### src/rtl/usr_pkg.sv
// rtl/usr_pkg.sv - opcodes, FSM encoding and helpers for the universal shift register
//
// Purpose : shared definitions for param_universal_shift_reg and usr_step.
// Contents: USR_* opcode localparams, usr_state_t FSM encoding,
//           usr_is_shift() classifies ops that consume RUN cycles.
package usr_pkg;

  localparam logic [2:0] USR_HOLD  = 3'b000;
  localparam logic [2:0] USR_SHL   = 3'b001;
  localparam logic [2:0] USR_SHR   = 3'b010;
  localparam logic [2:0] USR_SAR   = 3'b011;
  localparam logic [2:0] USR_ROL   = 3'b100;
  localparam logic [2:0] USR_ROR   = 3'b101;
  localparam logic [2:0] USR_LOAD  = 3'b110;
  localparam logic [2:0] USR_CLEAR = 3'b111;

  typedef enum logic {
    ST_IDLE = 1'b0,
    ST_RUN  = 1'b1
  } usr_state_t;

  // Shift and rotate ops step once per RUN cycle; everything else completes on accept.
  function automatic logic usr_is_shift(input logic [2:0] op);
    return (op != USR_HOLD) && (op != USR_LOAD) && (op != USR_CLEAR);
  endfunction

endpackage

### src/rtl/usr_step.sv
// rtl/usr_step.sv - one 1-bit shift/rotate step of the universal shift register
//
// Purpose : combinational next-value logic for a single step.
// Ports   : op      in  3      opcode (only shift/rotate ops change q)
//           q       in  WIDTH  current register value
//           sin     in  1      serial input (used by SHL/SHR only)
//           q_next  out WIDTH  value after one step
//           out_bit out 1      bit leaving the register on this step
module usr_step
  import usr_pkg::*;
#(
  parameter int WIDTH = 8
) (
  input  logic [2:0]       op,
  input  logic [WIDTH-1:0] q,
  input  logic             sin,
  output logic [WIDTH-1:0] q_next,
  output logic             out_bit
);

  always_comb begin
    q_next  = q;
    out_bit = 1'b0;
    case (op)
      USR_SHL: begin
        q_next  = {q[WIDTH-2:0], sin};
        out_bit = q[WIDTH-1];
      end
      USR_SHR: begin
        q_next  = {sin, q[WIDTH-1:1]};
        out_bit = q[0];
      end
      USR_SAR: begin
        q_next  = {q[WIDTH-1], q[WIDTH-1:1]};
        out_bit = q[0];
      end
      USR_ROL: begin
        q_next  = {q[WIDTH-2:0], q[WIDTH-1]};
        out_bit = q[WIDTH-1];
      end
      USR_ROR: begin
        q_next  = {q[0], q[WIDTH-1:1]};
        out_bit = q[0];
      end
      default: begin
        q_next  = q;
        out_bit = 1'b0;
      end
    endcase
  end

endmodule

### src/rtl/param_universal_shift_reg.sv
// rtl/param_universal_shift_reg.sv - command-driven parametrised universal shift register
//
// Purpose : accepts one command at a time over a valid/ready handshake and
//           executes HOLD/LOAD/CLEAR immediately or counted shift/rotate ops
//           one step per clock in RUN.
// Ports   : clk        in  1      clock, rising edge
//           rst_n      in  1      asynchronous active-low reset
//           cmd_valid  in  1      command present
//           cmd_ready  out 1      high in IDLE only
//           cmd_op     in  3      opcode (usr_pkg USR_*)
//           cmd_cnt    in  CNT_W  step count for shift/rotate ops
//           din        in  WIDTH  parallel load data
//           sin        in  1      serial input, sampled every RUN step
//           dout       out WIDTH  register contents
//           sout       out 1      bit leaving on the most recent step
//           busy       out 1      high while in RUN
//           done       out 1      one-cycle completion pulse
// WIDTH must be at least 2.
module param_universal_shift_reg
  import usr_pkg::*;
#(
  parameter int               WIDTH     = 8,
  parameter int               CNT_W     = $clog2(WIDTH) + 1,
  parameter logic [WIDTH-1:0] RESET_VAL = {WIDTH{1'b0}}
) (
  input  logic             clk,
  input  logic             rst_n,
  input  logic             cmd_valid,
  output logic             cmd_ready,
  input  logic [2:0]       cmd_op,
  input  logic [CNT_W-1:0] cmd_cnt,
  input  logic [WIDTH-1:0] din,
  input  logic             sin,
  output logic [WIDTH-1:0] dout,
  output logic             sout,
  output logic             busy,
  output logic             done
);

  usr_state_t       state;
  usr_state_t       state_nxt;
  logic [CNT_W-1:0] cnt_q;
  logic [2:0]       op_q;
  logic             accept;
  logic             start_run;
  logic             last_step;
  logic [WIDTH-1:0] step_q;
  logic             step_bit;

  assign cmd_ready = (state == ST_IDLE);
  assign busy      = (state == ST_RUN);
  assign accept    = cmd_valid && cmd_ready;

  // A shift with a zero count behaves like HOLD: no RUN cycles at all.
  assign start_run = accept && usr_is_shift(cmd_op) && (cmd_cnt != '0);
  assign last_step = (state == ST_RUN) && (cnt_q == CNT_W'(1));

  always_ff @(posedge clk or negedge rst_n) begin
    if (!rst_n) begin
      state <= ST_IDLE;
    end else begin
      state <= state_nxt;
    end
  end

  always_comb begin
    state_nxt = state;
    case (state)
      ST_IDLE: if (start_run) state_nxt = ST_RUN;
      ST_RUN:  if (last_step) state_nxt = ST_IDLE;
      default: state_nxt = ST_IDLE;
    endcase
  end

  // The step unit always sees the latched op, so cmd_op may change freely during RUN.
  usr_step #(
    .WIDTH(WIDTH)
  ) u_step (
    .op     (op_q),
    .q      (dout),
    .sin    (sin),
    .q_next (step_q),
    .out_bit(step_bit)
  );

  always_ff @(posedge clk or negedge rst_n) begin
    if (!rst_n) begin
      dout  <= RESET_VAL;
      sout  <= 1'b0;
      done  <= 1'b0;
      cnt_q <= '0;
      op_q  <= USR_HOLD;
    end else begin
      done <= 1'b0;
      if (state == ST_RUN) begin
        dout  <= step_q;
        sout  <= step_bit;
        cnt_q <= cnt_q - CNT_W'(1);
        if (last_step) begin
          done <= 1'b1;
        end
      end else if (accept) begin
        if (start_run) begin
          cnt_q <= cmd_cnt;
          op_q  <= cmd_op;
        end else begin
          // Immediate ops: sout deliberately untouched.
          done <= 1'b1;
          case (cmd_op)
            USR_LOAD:  dout <= din;
            USR_CLEAR: dout <= '0;
            default:   dout <= dout;
          endcase
        end
      end
    end
  end

endmodule

### config.mk
export PLATFORM = sky130hd
export DESIGN_NAME = param_universal_shift_reg
export DESIGN_NICKNAME = d
export VERILOG_FILES = /design/src/rtl/usr_pkg.sv /design/src/rtl/usr_step.sv /design/src/rtl/param_universal_shift_reg.sv
export SDC_FILE = /design/constraint.sdc
export NUM_CORES = 1
export LEC_CHECK = 0
export BUFFER_PORTS_ARGS = -buffer_cell sky130_fd_sc_hd__clkbuf_2
export CAP_MARGIN = 10
export CELL_PAD_IN_SITES_DETAIL_PLACEMENT = 1
export CELL_PAD_IN_SITES_GLOBAL_PLACEMENT = 2
export CORE_ASPECT_RATIO = 1.1
export CORE_UTILIZATION = 31
export DETAILED_ROUTE_END_ITERATION = 10
export GPL_TIMING_DRIVEN = 0
export PLACE_DENSITY = 0.89
export REMOVE_ABC_BUFFERS = 1
export SLEW_MARGIN = 30
export SYNTH_ARGS = -nofsm -noshare
export SYNTH_HDL_FRONTEND = slang
export SYNTH_SLANG_ARGS = --single-unit
### constraint.sdc
create_clock -name clk -period 2.06 [get_ports clk]
set_input_delay 0.309 -clock clk [delete_from_list [all_inputs] [get_ports clk]]
set_output_delay 0.309 -clock clk [all_outputs]
set_load 0.02 [all_outputs]
==> flow_summary.yaml <==
run_status:
  status: "finished clean"
synthesis:
  synth_seq_cells: 18
  synthCells: 132
  synthXorXnorAreaFrac_pct: 1.44
  async_flop_share_pct: 100
  synth.area.top_cells: "dfrtp_1 (37%), mux2i_1 (6.6%), mux2_2 (6.5%)"
  synth_area_per_cell_um2: 9.24
  synth_fa_ha_area_share_pct: 2.05
  synthTopCellsByCount: "dfrtp_1 (18), nand2_1 (13), a21oi_1 (10)"
  yosysTopAreaCell: "dfrtp_1"
  synth_compound_gate_area_share_pct: 25.8
  synth_ff_type: "dfrtp_1"
  synth-edff-count: 0
  seq_area_frac_synth_pct: 36.9
  syn-cell-area_mm2: 0.00122
  yosys.area_share.simple_pct: 13.5
  synth_top_family_by_area: "compound AO/OA/AOI/OAI gates"
  synth_top_area_share_pct: 36.9
  synth_mux_area_share_pct: 13.9
  synth_warnings: 0
  synth.distinct_cells: 39
  synth_most_common_cell: "dfrtp_1"
routing:
  dr.pass1.iters: 4
  routed_wl_um: 3360
  drc: 0
  dr.first_iter.drc_count: 58
  final_antenna_net_count: 0
  vias: 1125
  routed.top_layer: "met4"
  wl_met3_um: 89
  wire_per_inst_um: 15.9
  viasPerCell: 5.33
  met2_length_um: 1740
  wl_met1_um: 1490
global_routing:
  grt_overflow: 0
  grt_max_degree: 22
  grt_use_total_pct: 17.8
  grt_pass1_vias: 1116
  grt_first_pass_wirelength_um: 5430
  antenna_found_initial: 0
sta:
  rsz0062_at_grt: "no"
  skew_ns: 0.000894
  fmax_ghz: 0.539
  post-route-period-util_pct: 90.1
  slew_headroom_pct: 51.7
  fin_crit_ns: 1.86
  slew_violations: 0
  tightest_slew_ns: 0.721
  hold_violations: 0
  setup_violations: 0
finish:
  antennaDiodeCount: 0
  layout-drive-gt1-share_pct: 32.3
  nets: 183
  syn_to_final_growth_pct: 22.6
  final_core_util_pct: 40.3
placed_design:
  place_congestion: 0.759
  io_buffer_count: 30
  dp_hpwl_um: 2420
cts:
  h-tree-depth: 1
  clockRootBuffer: "clkbuf_8"
  cts_tree: "built"
  postCtsHoldBufs: 0
  clock-sinks: 18
  cts_buffers: 3
  worstSkewPairLatency_ns: 0.26
  clkTransAtPathRegs_ns: 0.07
  clk_path_buf_depth: 2
power_and_ir_drop:
  switching_share_pct: 47.1
  pwr-share-seq_pct: 34.4
  ir_worst_vdd_v: 0.000715
  power_switching_w: 0.00124
  clkPwrFrac_pct: 11.3
  power_density_mw_per_mm2: 1760
  power.total_w: 0.00264
  p_comb_share_pct: 54.3
  p_leak_nw: 0.654
  intPower_w: 0.00140
run:
  maxCapViolations: 0
die:
  num_rows: 23
  fp.dieH_um: 67.8
  core_region_area_mm2: 0.00371
  die_area_mm2: 0.00419
  start_util_pct: 32.9
  fp.dieW_um: 61.8
  pin_count: 31
critical_path:
  worstSetupStartpointType: "flip-flop"
  critical_path_class: "flip-flop to flip-flop"
  crit_fanout: 15
  cp-end-kind: "flip-flop"
  cp.arrival_ns: 2.03
  worstPathRequired_ns: 2.23
min_path:
  hp-class: "input port to async pin"
## state kept, by name, indices dropped and copies added, names as in the netlist
name / flops
done: 1
cnt_q: 4
sout: 1
dout: 8
busy: 1
op_q: 3
## kinds of logic (layout without fill, tap and decap cells)
kind of cell	Yosys count	after routing
compound gates	44	44
xor+xnor	2	2
fa+ha+maj	2	2
buf+inv	16	45
flops	18	18
mux	16	16
simple gates	34	34
## stage by stage
step                      hold WS [ns]  setup slack [ns]  instances  setup TNS (ns)  cell area, um2
final                         0.000791             0.203        211               0            1500
after global placement           0.289            -0.426        203           -2.49            1380
after floorplan                 0.0134           -0.0989        123          -0.546            1170
after CTS                       0.0169            0.0640        210               0            1470
after global routing            0.0437            0.0490        211               0            1500
after detailed placement         0.298            -0.203        203           -1.38            1390
## timing repair
| action | CTS | global route |
|---|---|---|
| endpoints found under the setup margin | 10 | 7 |
| gates resized for setup | 1 | 1 |
| pin swaps | 1 | 1 |
| hold endpoints to repair | 0 | 0 |
| setup buffers | 3 | 1 |
## cells in the final DEF, fill, tap and decap left out, types with 2 or more instances in the layout
cell / n
mux2_2: 7
dfrtp_1: 17
clkbuf_8: 4
inv_1: 7
a211oi_1: 2
mux2i_1: 8
nor3_2: 2
a21oi_1: 10
nor3_1: 3
clkbuf_2: 30
nor2_1: 9
a32oi_1: 2
buf_4: 3
nand2_1: 13
o21ai_0: 9
ha_1: 2
o311ai_0: 2
a31oi_1: 8
## cell type report
class / instances / area (um2)
clock buffer: 4 / 55.1
sequential: 18 / 452
fill: 441 / 2220
multi-input combinational: 98 / 707
inverter: 7 / 26.3
timing repair buffer: 34 / 193
tap: 50 / 62.6
## metal layers
metal  vias to the layer above  global-route usage [%]
met1                       549                    22.7
met5                         -                       0
li1                        547                       -
met3                         5                    2.30
met4                         0                    6.39
met2                        24                    30.2
## path summary, 6_finish.rpt
check                        from  endpoint  slack (ns)  cells after the start
max                          busy   dout[2]        0.20                      5
min                         rst_n      sout      0.0008                      1
max reg2reg                  busy   dout[2]        0.20                      5
min reg2reg                  sout      sout        0.55                      2
max in group asynchronous   rst_n   op_q[2]        1.70                      1
min in group clk           din[5]   dout[5]        0.28                      3
## power groups by stage
stage                     Combinational, W  Clock [W]  Sequential (W)
after floorplan                   0.000865          0        0.000933
after CTS                          0.00138   0.000308        0.000904
after global placement             0.00125          0        0.000890
after detailed placement           0.00135          0        0.000913
final                              0.00143   0.000299        0.000908
after global routing               0.00159   0.000322        0.000957
## worst max-delay path, stage by stage, from the launching register on
cell	delay [ns]
dfrtp_1	0.68
inv_1	0.36
o31ai_4	0.34
buf_12	0.17
nor2_1	0.04
a31oi_1	0.18
(Power assumes the default switching activity.)
